`src/rtl/mips32_pipe_fwd.sv`:
```
// 5-stage MIPS32-subset pipeline: EX-stage branches with 2-slot flush, forwarding or interlock hazard mode, sticky HLT freeze.
// Fetch-to-retire latency 4 cycles; hazards hold PC and IF/ID and inject a bubble into EX.
module mips32_pipe_fwd #(
  parameter int XLEN     = 32,
  parameter int AW       = 10,
  parameter int RESET_PC = 0,
  parameter int FWD_EN   = 1
) (
  input  logic            clk,
  input  logic            rst_n,
  output logic [AW-1:0]   imem_addr,
  input  logic [31:0]     imem_rdata,
  output logic [AW-1:0]   dmem_addr,
  output logic [XLEN-1:0] dmem_wdata,
  output logic            dmem_we,
  input  logic [XLEN-1:0] dmem_rdata,
  output logic            halted,
  output logic            illegal,
  output logic            retire,
  input  logic [4:0]      dbg_raddr,
  output logic [XLEN-1:0] dbg_rdata
);
  localparam logic [5:0] OP_ADD = 6'b000000, OP_SUB = 6'b000001, OP_AND = 6'b000010;
  localparam logic [5:0] OP_OR = 6'b000011, OP_SLT = 6'b000100, OP_MUL = 6'b000101;
  localparam logic [5:0] OP_LW = 6'b001000, OP_SW = 6'b001001, OP_ADDI = 6'b001010;
  localparam logic [5:0] OP_SUBI = 6'b001011, OP_SLTI = 6'b001100, OP_BNEQZ = 6'b001101;
  localparam logic [5:0] OP_BEQZ = 6'b001110, OP_HLT = 6'b111111;
  localparam bit FWD = (FWD_EN != 0);

  logic [AW-1:0]   pc;
  logic            fetch_stop;
  logic            ifid_vld;
  logic [31:0]     ifid_ir;
  logic [AW-1:0]   ifid_npc;
  logic            idex_vld, idex_wr, idex_halt, idex_ill;
  logic [5:0]      idex_op;
  logic [4:0]      idex_rs, idex_rt, idex_dst;
  logic [XLEN-1:0] idex_a, idex_b, idex_imm;
  logic [AW-1:0]   idex_npc;
  logic            exmem_vld, exmem_wr, exmem_halt, exmem_ill;
  logic [5:0]      exmem_op;
  logic [4:0]      exmem_dst;
  logic [XLEN-1:0] exmem_alu, exmem_b;
  logic            memwb_vld, memwb_wr, memwb_halt, memwb_ill;
  logic [4:0]      memwb_dst;
  logic [XLEN-1:0] memwb_val;
  logic [XLEN-1:0] regs [32];

  logic [5:0]      id_op;
  logic [4:0]      id_rs, id_rt, id_rd, id_dst;
  logic            id_use_rs, id_use_rt, id_wr, id_wr_nz, id_halt_op, id_ill, id_halt;
  logic [XLEN-1:0] id_imm, id_a, id_b;
  logic            wb_we, dep_ex, dep_mem, hazard, exmem_fwd;
  logic [XLEN-1:0] ex_a, ex_b, ex_res;
  logic            ex_taken;
  logic [AW-1:0]   ex_target;

  assign id_op  = ifid_ir[31:26];
  assign id_rs  = ifid_ir[25:21];
  assign id_rt  = ifid_ir[20:16];
  assign id_rd  = ifid_ir[15:11];
  assign id_imm = {{(XLEN-16){ifid_ir[15]}}, ifid_ir[15:0]};

  always_comb begin
    id_use_rs  = 1'b0;
    id_use_rt  = 1'b0;
    id_wr      = 1'b0;
    id_dst     = id_rt;
    id_halt_op = 1'b0;
    id_ill     = 1'b0;
    case (id_op)
      OP_ADD, OP_SUB, OP_AND, OP_OR, OP_SLT, OP_MUL: begin
        id_use_rs = 1'b1;
        id_use_rt = 1'b1;
        id_wr     = 1'b1;
        id_dst    = id_rd;
      end
      OP_ADDI, OP_SUBI, OP_SLTI, OP_LW: begin
        id_use_rs = 1'b1;
        id_wr     = 1'b1;
      end
      OP_SW: begin
        id_use_rs = 1'b1;
        id_use_rt = 1'b1;
      end
      OP_BNEQZ, OP_BEQZ: id_use_rs = 1'b1;
      OP_HLT:            id_halt_op = 1'b1;
      default: begin
        id_halt_op = 1'b1;
        id_ill     = 1'b1;
      end
    endcase
  end

  assign id_wr_nz = id_wr && (id_dst != 5'd0);
  assign id_halt  = ifid_vld && id_halt_op;

  // Register file reads see the value being written back this cycle.
  assign wb_we = memwb_vld && memwb_wr;
  assign id_a  = (id_rs == 5'd0) ? '0 : (wb_we && memwb_dst == id_rs) ? memwb_val : regs[id_rs];
  assign id_b  = (id_rt == 5'd0) ? '0 : (wb_we && memwb_dst == id_rt) ? memwb_val : regs[id_rt];

  assign dep_ex  = idex_vld && idex_wr &&
                   ((id_use_rs && idex_dst == id_rs) || (id_use_rt && idex_dst == id_rt));
  assign dep_mem = exmem_vld && exmem_wr &&
                   ((id_use_rs && exmem_dst == id_rs) || (id_use_rt && exmem_dst == id_rt));
  assign hazard  = ifid_vld && (FWD ? (dep_ex && idex_op == OP_LW) : (dep_ex || dep_mem));

  // A load's EX/MEM value is an address, never a result; load-use stalls keep it out of reach anyway.
  assign exmem_fwd = FWD && exmem_vld && exmem_wr && (exmem_op != OP_LW);
  assign ex_a = (exmem_fwd && exmem_dst == idex_rs) ? exmem_alu :
                (FWD && wb_we && memwb_dst == idex_rs) ? memwb_val : idex_a;
  assign ex_b = (exmem_fwd && exmem_dst == idex_rt) ? exmem_alu :
                (FWD && wb_we && memwb_dst == idex_rt) ? memwb_val : idex_b;

  always_comb begin
    ex_res = '0;
    case (idex_op)
      OP_ADD:               ex_res = ex_a + ex_b;
      OP_SUB:               ex_res = ex_a - ex_b;
      OP_AND:               ex_res = ex_a & ex_b;
      OP_OR:                ex_res = ex_a | ex_b;
      OP_SLT:               ex_res = {{(XLEN-1){1'b0}}, ($signed(ex_a) < $signed(ex_b))};
      OP_MUL:               ex_res = ex_a * ex_b;
      OP_ADDI, OP_LW, OP_SW: ex_res = ex_a + idex_imm;
      OP_SUBI:              ex_res = ex_a - idex_imm;
      OP_SLTI:              ex_res = {{(XLEN-1){1'b0}}, ($signed(ex_a) < $signed(idex_imm))};
      default:              ex_res = '0;
    endcase
  end

  assign ex_taken  = idex_vld && ((idex_op == OP_BEQZ && ex_a == '0) ||
                                  (idex_op == OP_BNEQZ && ex_a != '0));
  assign ex_target = idex_npc + idex_imm[AW-1:0];

  always_ff @(posedge clk or negedge rst_n) begin
    if (!rst_n) begin
      pc         <= AW'(RESET_PC);
      fetch_stop <= 1'b0;
      ifid_vld   <= 1'b0;
      ifid_ir    <= '0;
      ifid_npc   <= '0;
      idex_vld   <= 1'b0;
      idex_wr    <= 1'b0;
      idex_halt  <= 1'b0;
      idex_ill   <= 1'b0;
      idex_op    <= '0;
      idex_rs    <= '0;
      idex_rt    <= '0;
      idex_dst   <= '0;
      idex_a     <= '0;
      idex_b     <= '0;
      idex_imm   <= '0;
      idex_npc   <= '0;
      exmem_vld  <= 1'b0;
      exmem_wr   <= 1'b0;
      exmem_halt <= 1'b0;
      exmem_ill  <= 1'b0;
      exmem_op   <= '0;
      exmem_dst  <= '0;
      exmem_alu  <= '0;
      exmem_b    <= '0;
      memwb_vld  <= 1'b0;
      memwb_wr   <= 1'b0;
      memwb_halt <= 1'b0;
      memwb_ill  <= 1'b0;
      memwb_dst  <= '0;
      memwb_val  <= '0;
      halted     <= 1'b0;
      illegal    <= 1'b0;
      for (int i = 0; i < 32; i++) regs[i] <= '0;
    end else if (!halted) begin
      // Flush beats stall; a halt in ID keeps PC and feeds bubbles from then on.
      if (ex_taken) begin
        pc       <= ex_target;
        ifid_vld <= 1'b0;
      end else if (hazard) begin
        pc       <= pc;
      end else if (id_halt || fetch_stop) begin
        fetch_stop <= 1'b1;
        ifid_vld   <= 1'b0;
      end else begin
        ifid_vld <= 1'b1;
        ifid_ir  <= imem_rdata;
        ifid_npc <= pc + AW'(1);
        pc       <= pc + AW'(1);
      end

      idex_vld  <= ifid_vld && !ex_taken && !hazard;
      idex_wr   <= id_wr_nz;
      idex_halt <= id_halt_op;
      idex_ill  <= id_ill;
      idex_op   <= id_op;
      idex_rs   <= id_rs;
      idex_rt   <= id_rt;
      idex_dst  <= id_dst;
      idex_a    <= id_a;
      idex_b    <= id_b;
      idex_imm  <= id_imm;
      idex_npc  <= ifid_npc;

      exmem_vld  <= idex_vld;
      exmem_wr   <= idex_wr;
      exmem_halt <= idex_halt;
      exmem_ill  <= idex_ill;
      exmem_op   <= idex_op;
      exmem_dst  <= idex_dst;
      exmem_alu  <= ex_res;
      exmem_b    <= ex_b;

      memwb_vld  <= exmem_vld;
      memwb_wr   <= exmem_wr;
      memwb_halt <= exmem_halt;
      memwb_ill  <= exmem_ill;
      memwb_dst  <= exmem_dst;
      memwb_val  <= (exmem_op == OP_LW) ? dmem_rdata : exmem_alu;

      if (wb_we) regs[memwb_dst] <= memwb_val;
      if (memwb_vld && memwb_halt) begin
        halted  <= 1'b1;
        illegal <= memwb_ill;
      end
    end
  end

  assign imem_addr  = pc;
  assign dmem_addr  = exmem_alu[AW-1:0];
  assign dmem_wdata = exmem_b;
  assign dmem_we    = exmem_vld && (exmem_op == OP_SW) && !halted;
  assign retire     = memwb_vld && !halted;
  assign dbg_rdata  = (dbg_raddr == 5'd0) ? '0 : regs[dbg_raddr];
endmodule

```
`config.mk`:
```
export PLATFORM = sky130hd
export DESIGN_NAME = mips32_pipe_fwd
export DESIGN_NICKNAME = d
export VERILOG_FILES = /design/src/rtl/mips32_pipe_fwd.sv
export SDC_FILE = /design/constraint.sdc
export NUM_CORES = 2
export LEC_CHECK = 0
export BUFFER_PORTS_ARGS = -buffer_cell sky130_fd_sc_hd__buf_2
export CORE_ASPECT_RATIO = 0.5
export CORE_MARGIN = 2
export CORE_UTILIZATION = 35
export CTS_CLUSTER_DIAMETER = 200
export DETAILED_ROUTE_END_ITERATION = 7
export HOLD_SLACK_MARGIN = 0.05
export PLACE_DENSITY = 0.52
export SYNTH_ARGS = -nofsm -noshare
export SYNTH_HDL_FRONTEND = slang
export SYNTH_SLANG_ARGS = --single-unit
```
`constraint.sdc`:
```
create_clock -name clk -period 13.4 [get_ports clk]
set_clock_uncertainty 0.15 [all_clocks]
set_input_delay 0.67 -clock clk [delete_from_list [all_inputs] [get_ports clk]]
set_output_delay 0.67 -clock clk [all_outputs]
set_load 0.005 [all_outputs]
```
==> results by group <==
STA
  • Max-slew headroom: 14.3%
  • Max frequency: 91.0 MHz
  • Final setup violation count: 0
  • Fin. max-slew vios: 0
  • Endpoints failing hold: 0
  • Setup_tns: 0 ns
  • RSZ-0062 raised after global routing: no
  • Tmin final: 10.99 ns
  • Fin crit share: 82.0%
  • Slew @ Worst Pin: 1.27 ns

GRT
  • First-pass GRT wire length: 515,000 um
  • Initial antenna violation count: 19
  • GRT Residual Overflow: 0
  • Vias in the first global route: 70,600
  • Total GRT Usage: 24.7%
  • Largest net degree at the start of global routing: 175

Min path
  • WHS Endpoint: memwb_val[29]
  • Hold Path Class: input pin to flop
  • Worst Hold Depth: 3
  • HP Start: dmem_rdata[29]

Synthesis
  • Synth area leaders: dfrtp_1 (33%), mux4_2 (20%), mux2_2 (13%), fa_1 (8.4%), ha_1 (3.7%)
  • Yosys warning total: 0
  • Netlist cell types: 91
  • Syn avg cell area: 12.1 um^2
  • Sequential area share after synthesis: 33.5%
  • Leading area contributor after synthesis: dfrtp_1
  • Yosys reg bits: 1,315
  • Share of the synthesized area in the top cell type: 33.5%
  • Synth Cell Area: 98,300 um^2
  • Net Count, Synth: 8,886
  • Number of flops mapped to enable cells by yosys: 0
  • Synth Instances: 8,110
  • Async set-reset flop share out of synthesis: 100%
  • Main synth FF type: dfrtp_1

Worst setup path
  • Critical path type: flop to flop
  • Crit end category: flop
  • R2r endpoint: exmem_alu[29]
  • Slowest-stage cell, CP: or4_1
  • Crit path largest cell delay: 0.83 ns
  • Crit path max-delay family: adder cells
  • Worst setup path startpoint: memwb_dst[2]
  • Worst reg2reg path depth: 33
  • Reg-to-Reg Start: memwb_dst[2]
  • Buf+Inv Stages, Crit Path: 8
  • R2R Setup Slk: 2.41 ns
  • Startpoint types: flop
  • Worst path most repeated cell: fa_1
  • Data arrival time of the worst path: 11.50 ns
  • Critical Path RT: 13.91 ns
  • CP Max Fanout: 18

Placed design
  • Placed Instances: 11,500
  • IO buf count: 158
  • Gpl congestion: 0.910
  • Final HPWL DP: 224,000 um

Cells and area
  • Layout net count: 8,746
  • Syn-to-layout area delta: 10.6%
  • Share of layout cells above drive strength 1: 33.7%
  • Fillers: 26,900
  • Fin cells: 11,800

CTS
  • CTS Sinks: 1,315
  • CTS tree: yes
  • CTS Buf Count: 147
  • Post-CTS Setup Inserts: 0
  • Hold Buf Count CTS: 50
  • Clk slew on worst S/H paths: 0.06 ns
  • Post-CTS resize count: 0
  • Clk buf depth: 3
  • Clk root buf: clkbuf_16
  • Htree depth: 4
  • Worst-Skew Late Latency: 0.79 ns

Route
  • Starting DRT DRC Count: 7,824
  • DRT Pass-1 Iters: 6
  • Final wirelength: 358,000 um
  • DR vias: 70,500
  • DRC: 0
  • Post-DRT Antenna Nets: 0
  • Post-DR wirelength/cell: 30.2 um
  • Number of vias per cell: 5.95

Job
  • Maxcap violations: 0

Power
  • Leak Pwr: 49.4 nW
  • Power density of the placed cells: 147 nW/um^2
  • Worst vdd ir: 0.128 mV

Floorplan
  • Die W: 753 um
  • Core Rows: 137
  • DIE AREA: 285,000 um^2
  • Ports: 159
  • Die H: 379 um
  • CORE AREA: 279,000 um^2
  • Initial Utilization: 35.2%

Run status
  • Outcome: completed
worst max path at each step:
stage / end / slack (ns) / depth (start not counted)
5_1_grt: exmem_alu[29] / 1.76 / 33
6_report: exmem_alu[29] / 2.41 / 33
3_3_place_gp: exmem_alu[29] / 2.58 / 33
2_1_floorplan: exmem_alu[29] / 4.05 / 35
3_5_place_dp: exmem_alu[29] / 2.37 / 33
4_1_cts: exmem_alu[29] / 2.38 / 33
kinds of logic (layout without fill, tap and decap cells):
| family | Yosys count | count (layout) | share of synthesized area (%) |
|---|---|---|---|
| adder cells (fa/ha/maj) | 705 | 705 | 12.1 |
| other | 0 | 3 | 0 |
| AO/OA/AOI/OAI | 910 | 910 | 5.80 |
| multiplexers | 2244 | 2244 | 35.3 |
| XOR/XNOR | 227 | 227 | 2.11 |
| buffers and inverters | 1231 | 1210 | 4.83 |
| AND/OR/NAND/NOR | 1478 | 1478 | 6.37 |
| flip-flops | 1315 | 1315 | 33.5 |
sequential cells by signal, summed over array words and instances, names as in the netlist, 5 cells and up:
register	flops
regs	1024
dmem_wdata	32
exmem_alu	32
idex_a	32
idex_b	32
ifid_ir	32
memwb_val	32
idex_imm	16
idex_npc	10
ifid_npc	10
imem_addr	10
exmem_op	6
idex_op	6
exmem_dst	5
idex_dst	5
idex_rs	5
idex_rt	5
memwb_dst	5
layout by cell type, fill, tap and decap left out, drive strengths merged, types with 72 or more instances in the layout:
cell type  Yosys  layout
mux2        1129    1129
nand2        625     625
nor2         560     560
xnor2        149     149
ha           294     294
a21oi        207     207
mux2i        251     251
xor2          72      72
o21ai        346     346
fa           411     411
inv          509     514
dfrtp       1315    1315
clkbuf       492     218
mux4         864     864
a221oi        77      77
buf          216     369
Yosys cell counts (38+ instances only):
library cell     n
nor2_1         557
mux2i_1        251
mux2_2        1125
inv_1          498
o211ai_1        38
buf_1          173
xnor2_1        149
a221oi_1        77
mux4_2         864
xor2_1          72
a21o_1          60
nor3_1          43
fa_1           411
a21oi_1        204
dfrtp_1       1315
o21ai_0        337
ha_1           294
clkbuf_1       492
nand2_1        625
nand3_1         68
area by class of cell:
type | instances | area [um^2] | share of cell area, %
Antenna cell | 3 | 7.51 | 0.00691
Clock buffer | 218 | 4470 | 4.12
Clock inverter | 50 | 469 | 0.432
Inverter | 523 | 1960 | 1.81
Multi-Input combinational cell | 5564 | 61000 | 56.2
Sequential cell | 1315 | 32900 | 30.3
Tap cell | 3753 | 4700 | 4.32
Timing Repair Buffer | 419 | 3080 | 2.84
power by group:
part,internal [mW],switching (mW)
clock,2.41,1.78
combinational,2.43,4.53
sequential,4.26,0.589
total,9.10,6.90
per-layer routing:
metal / up-vias / part of all wire [%] / global-route usage, %
li1: 29200 / - / -
met1: 37600 / 42 / 33.7
met2: 3053 / 46 / 39.2
met3: 699 / 7.7 / 4.46
met4: 2 / 4.5 / 9.87
met5: - / 0.0014 / 0
worst min-delay path: cells and delay by family:
kind                   cells  cell delay (ns)
AOI/OAI and AO/OA          1             0.13
buffers and inverters      1             0.12
muxes                      1             0.07
per-stage QoR:
step / cell area (um^2) / util [%] / power (mW) / hold slack [ns] / setup slack [ns]
floorplan: 98300 / - / 9.20 / 0.224 / 4.05
global placement: 103000 / 37.0 / 11.8 / 0.298 / 2.58
detailed placement: 103000 / 37.0 / 11.7 / 0.320 / 2.37
CTS: 109000 / 38.9 / 16.0 / 0.0531 / 2.38
global route: 109000 / 38.9 / 16.7 / 0.0950 / 1.76
finish: 109000 / 38.9 / 16.0 / 0.0917 / 2.41
No activity file was read; power rests on OpenSTA's default activity.
